===== config.mk =====
export PLATFORM = sky130hd
export DESIGN_NAME = fetch_unit_flat
export DESIGN_NICKNAME = d
export VERILOG_FILES = /design/src/rtl/fetch_unit_if.sv /design/src/rtl/fetch_unit.sv /design/src/flat_wrapper.sv
export SDC_FILE = /design/constraint.sdc
export NUM_CORES = 1
export LEC_CHECK = 0
export ABC_AREA = 1
export CAP_MARGIN = 20
export CORE_ASPECT_RATIO = 0.9
export CORE_MARGIN = 2
export CORE_UTILIZATION = 45
export CTS_BUF_LIST = sky130_fd_sc_hd__clkbuf_16
export DETAILED_ROUTE_END_ITERATION = 12
export GPL_ROUTABILITY_DRIVEN = 0
export PLACE_DENSITY = 0.76
export SLEW_MARGIN = 20
export SYNTH_ARGS = -nofsm -noshare
export SYNTH_HDL_FRONTEND = slang
export SYNTH_SLANG_ARGS = --single-unit

===== constraint.sdc =====
create_clock -name clk -period 3.8 [get_ports clk]
set_input_delay 0.57 -clock clk [delete_from_list [all_inputs] [get_ports clk]]
set_output_delay 0.57 -clock clk [all_outputs]
set_load 0.02 [all_outputs]

===== src/rtl/fetch_unit_if.sv =====
// Shared width package plus the two bus bundles of the fetch stage:
// the instruction-memory request bus and the IF/ID decode handshake.
package fetch_pkg;
    localparam int WIDTH = 32;
endpackage

interface imem_if;
    import fetch_pkg::*;
    logic             imem_req;
    logic [WIDTH-1:0] imem_addr;
    logic             imem_valid;
    logic [WIDTH-1:0] imem_instr;

    modport master (output imem_req, imem_addr, input imem_valid, imem_instr);
    modport slave  (input imem_req, imem_addr, output imem_valid, imem_instr);
endinterface

interface dec_if;
    import fetch_pkg::*;
    logic             if_valid;
    logic [WIDTH-1:0] if_instr;
    logic [WIDTH-1:0] if_pc;
    logic             dec_ready;

    modport master (output if_valid, if_instr, if_pc, input dec_ready);
    modport slave  (input if_valid, if_instr, if_pc, output dec_ready);
endinterface


===== src/rtl/fetch_unit.sv =====
// Fetch stage: owns the PC, issues word-aligned imem reads, buffers {pc, instr}
// in a small FIFO for decode, and flushes everything on a redirect.
module fetch_unit
    import fetch_pkg::*;
#(
    parameter logic [WIDTH-1:0] RESET_PC = '0,
    parameter int               DEPTH    = 2
) (
    input  logic             clk,
    input  logic             rst_n,
    imem_if.master           imem,
    input  logic             redirect_valid,
    input  logic [WIDTH-1:0] redirect_pc,
    dec_if.master            dec
);
    localparam int PW = $clog2(DEPTH);
    localparam int CW = PW + 1;

    typedef struct packed {
        logic [WIDTH-1:0] pc;
        logic [WIDTH-1:0] instr;
    } fetch_entry_t;

    fetch_entry_t     mem [DEPTH];
    logic [PW-1:0]    head;
    logic [PW-1:0]    tail;
    logic [CW-1:0]    count;
    logic [WIDTH-1:0] pc;

    logic full;
    logic empty;
    logic req;
    logic push;
    logic pop;

    assign full  = (count == CW'(DEPTH));
    assign empty = (count == '0);

    // Request depends only on registered occupancy and redirect, never on dec_ready.
    assign req  = rst_n && !full && !redirect_valid;
    assign push = req && imem.imem_valid;
    assign pop  = !empty && dec.dec_ready && !redirect_valid;

    assign imem.imem_req  = req;
    assign imem.imem_addr = pc;

    assign dec.if_valid = !empty;
    assign dec.if_pc    = empty ? '0 : mem[head].pc;
    assign dec.if_instr = empty ? '0 : mem[head].instr;

    // NOTE: sequential state uses non-blocking assignments so every register
    // samples pre-edge values regardless of statement order.
    always_ff @(posedge clk or negedge rst_n) begin
        if (!rst_n) begin
            pc    <= RESET_PC;
            head  <= '0;
            tail  <= '0;
            count <= '0;
        end else if (redirect_valid) begin
            pc    <= {redirect_pc[WIDTH-1:2], 2'b00};
            head  <= '0;
            tail  <= '0;
            count <= '0;
        end else begin
            if (push) begin
                pc   <= pc + WIDTH'(4);
                tail <= tail + PW'(1);
            end
            if (pop) begin
                head <= head + PW'(1);
            end
            unique case ({push, pop})
                2'b10:   count <= count + CW'(1);
                2'b01:   count <= count - CW'(1);
                default: ;
            endcase
        end
    end

    // NOTE: the FIFO storage is deliberately not reset; count gates every read,
    // so stale entries are never observed and the array maps to plain RAM/flops.
    always_ff @(posedge clk) begin
        if (push) begin
            mem[tail] <= '{pc: pc, instr: imem.imem_instr};
        end
    end

    a_addr_aligned: assert property (@(posedge clk) disable iff (!rst_n) pc[1:0] == 2'b00);
    a_no_push_full: assert property (@(posedge clk) disable iff (!rst_n) !(push && full));

endmodule


===== src/flat_wrapper.sv =====
// flat-port wrapper written by rule: the top's interface ports become plain ports
module fetch_unit_flat import fetch_pkg::*;
#(
    parameter logic [WIDTH-1:0] RESET_PC = '0,
    parameter int               DEPTH    = 2
)
  (clk, rst_n, redirect_valid, redirect_pc, imem_imem_req, imem_imem_addr, imem_imem_valid, imem_imem_instr, dec_if_valid, dec_if_instr, dec_if_pc, dec_dec_ready);
  imem_if imem_i ();
  dec_if dec_i ();
  input  logic clk;
  input  logic rst_n;
  input  logic redirect_valid;
  input  logic [WIDTH-1:0] redirect_pc;
  output wire logic [$bits(imem_i.imem_req)-1:0] imem_imem_req;
  output wire logic [$bits(imem_i.imem_addr)-1:0] imem_imem_addr;
  input wire logic [$bits(imem_i.imem_valid)-1:0] imem_imem_valid;
  input wire logic [$bits(imem_i.imem_instr)-1:0] imem_imem_instr;
  output wire logic [$bits(dec_i.if_valid)-1:0] dec_if_valid;
  output wire logic [$bits(dec_i.if_instr)-1:0] dec_if_instr;
  output wire logic [$bits(dec_i.if_pc)-1:0] dec_if_pc;
  input wire logic [$bits(dec_i.dec_ready)-1:0] dec_dec_ready;
  assign imem_imem_req = imem_i.imem_req;
  assign imem_imem_addr = imem_i.imem_addr;
  assign imem_i.imem_valid = imem_imem_valid;
  assign imem_i.imem_instr = imem_imem_instr;
  assign dec_if_valid = dec_i.if_valid;
  assign dec_if_instr = dec_i.if_instr;
  assign dec_if_pc = dec_i.if_pc;
  assign dec_i.dec_ready = dec_dec_ready;
  fetch_unit #(.RESET_PC(RESET_PC), .DEPTH(DEPTH)) u_core (.clk(clk), .rst_n(rst_n), .imem(imem_i), .redirect_valid(redirect_valid), .redirect_pc(redirect_pc), .dec(dec_i));
endmodule

==> flow_summary.json <==
{
  "ys_ff_latch": 158,
  "root_buffer": "clkbuf_16",
  "cts_htree_levels": 4,
  "setup_violations": 0,
  "synth_top_area_cell": "edfxtp_1",
  "cp_max_fo": 36,
  "rsz0062_at_grt": "no",
  "start_util_pct": 46.1,
  "numCtsBuffers": 17,
  "finalCritPeriodShare_pct": 80.4,
  "io_buffers": 160,
  "drt_pass1_iterations": 5,
  "p_seq_share_pct": 42.3,
  "antenna_cells": 0,
  "drv_slew": 0,
  "cts_setup_buffers": 0,
  "clock_latency_ns": 0.41,
  "route.detailed.drc": 0,
  "ys_seq_area_share_pct": 64.2,
  "multi_input_area_sq_um": 2190,
  "fin_skew_ns": 0.00798,
  "rows": 43,
  "viasPerCell": 4.90,
  "grt_use_total_pct": 20.5,
  "fin_crit_ns": 3.05,
  "dp_slack_ns": 1.14,
  "pwr-share-comb_pct": 24.8,
  "hold_violations": 0,
  "core_sq_um": 15400,
  "hold_buffers": 0,
  "critical_path_arrival_ns": 2.48,
  "fin_cells": 1112,
  "area_growth_pct": 33.2,
  "grt_max_degree": 66,
  "reg2reg_setup_slack_ns": 1.80,
  "hold_path.class": "in -> async",
  "die-area_sq_um": 16800,
  "fmax_mhz": 327,
  "drv_cap": 0,
  "crit_required_ns": 3.23,
  "yosysWarnings": 0,
  "fin_ws_ns": 0.746,
  "io_pins": 167,
  "tritoncts": "done",
  "synth_flop_cell": "edfxtp_1",
  "fin_nets": 967,
  "cts_sinks": 158,
  "drt-initial-drc-count": 429,
  "drive_gt1_share_pct": 6.70,
  "seq_area_sq_um": 4580,
  "crit_slowest_cell": "clkdlybuf4s50_1",
  "antenna_found_initial": 0,
  "yosysUniqueCellTypes": 31,
  "numPlacedInstances": 1080,
  "slowest_delay_ns": 0.63,
  "synth.area.top_cells": "edfxtp_1 (52%), nand2_1 (16%), dfrtp_1 (12%)",
  "grt_pass1_wl_um": 26300,
  "syn_area_sq_um": 7120,
  "worst_pin_slew_ns": 0.817,
  "p_per_area_nw_per_um2": 520,
  "finalSetupTns_ns": 0,
  "ir_worst_vdd_uv": 319,
  "p_clk_share_pct": 32.9,
  "start_kind": "flip-flop",
  "slew_headroom_pct": 45.2,
  "async_flop_share_pct": 21.5,
  "num_vias": 5454,
  "cp_num_buf_inv": 3,
  "grt_pass1_vias": 5229,
  "synth_edf_count": 124,
  "grt-ovfl-total": 0,
  "clk_pin_slew_ns": 0.06,
  "p_int_mw": 3.45,
  "status": "completed",
  "end_kind": "output port",
  "avgSynthCellArea_sq_um": 9.62,
  "syn_inst": 740,
  "die_x_um": 137,
  "hpwlAfterDp_um": 10700,
  "die_h_um": 123,
  "synthTopCellsByCount": "nand2_1 (295), edfxtp_1 (124), a21oi_1 (62)",
  "power.leakage_nw": 3.70,
  "power_switching_mw": 1.48,
  "antenna_left": 0,
  "cts.repair.resized": 0,
  "yosysMostFrequentCell": "nand2_1",
  "power.share.switching_pct": 30.0,
  "wl_per_cell_um": 14.9,
  "clockBufferDepth": 2,
  "fillers": 1282,
  "worst-setup-path-type": "reg -> out",
  "synth_top_area_share_pct": 52.3,
  "cp_cell_sequence": "inv_2 -> buf_12 -> nand2_1 -> a21oi_1 -> clkdlybuf4s50_1",
  "drt_wl_total_um": 16600,
  "path_delay_family": "buffers and inverters"
}
stage by stage:
stage                     cell area, sq um  hold WS, ns  util, %  power [mW]
final                                 9490        0.281     61.4        4.93
after global routing                  9490        0.314     61.4        5.16
after floorplan                       7140        0.274        -        2.75
after detailed placement              8910        0.532     57.7        3.35
after global placement                8910        0.531     57.7        3.33
after CTS                             9490        0.303     61.4        4.97
cells in the final DEF, fill, tap and decap left out, drive strengths merged:
cell           synthesis  layout
or2                    1       1
o21bai                 2       2
xnor2                  3       3
nor2                  53      53
nand4                  1       1
bufinv                 0       2
conb                   1       4
o211ai                 5       5
nand3                 32      32
clkbuf                15      17
inv                   56      59
a21oi                 62      62
clkinv                 1      10
ha                     1       1
buf                   18       9
clkinvlp               0       1
o21ai                 17      17
nand2                300     300
dfrtp                 34      34
xor2                   8       8
nor3                   6       6
edfxtp               124     124
clkdlybuf4s50          0     159
path summary, 6_finish.rpt:
check,startpoint,end,cells past startpoint
max,u_core.head,dec_if_instr[23],5
min reg2reg,u_core.imem.imem_addr[2],u_core.mem[0][34],0
min,rst_n,u_core.imem.imem_addr[26],2
max reg2reg,u_core.count[0],u_core.imem.imem_addr[12],6
min in group clk,u_core.imem.imem_addr[2],u_core.mem[0][34],0
max in group asynchronous,rst_n,u_core.head,2
cell type report:
type | instances | area share [%]
clock buffers | 17 | 4.48
clock inverters | 15 | 1.54
inverters | 57 | 2.28
multi-input cells | 495 | 23.1
flip-flops and latches | 158 | 48.2
well taps | 202 | 2.66
repair buffers | 168 | 17.7
state kept, by name (all words and copies together), names as in the netlist:
signal	flops
u_core.head	1
u_core.count	2
u_core.mem	124
u_core.imem.imem_addr	30
u_core.tail	1
per-layer routing:
metal,up-vias,share of wire [%],GRT usage (%)
li1,2730,-,-
met4,0,0.82,5.86
met2,189,48,34.8
met3,9,7.8,5.04
met1,2526,43,26.3
met5,-,0,0
cells by family after synthesis:
family          share of synthesized area (%)
simple gates                             22.4
flops                                    64.2
buf+inv                                  5.52
compound gates                           6.29
xor+xnor                                 1.35
fa+ha+maj                               0.176
other cells                            0.0527
power groups by stage:
stage                     Sequential [mW]  Combinational (mW)  Clock, mW
after floorplan                      2.13               0.620          0
after global placement               2.11                1.22          0
after detailed placement             2.12                1.23          0
after CTS                            2.08                1.24       1.65
after global routing                 2.10                1.33       1.73
final                                2.09                1.22       1.62
Power figures use the tool's default switching activity.
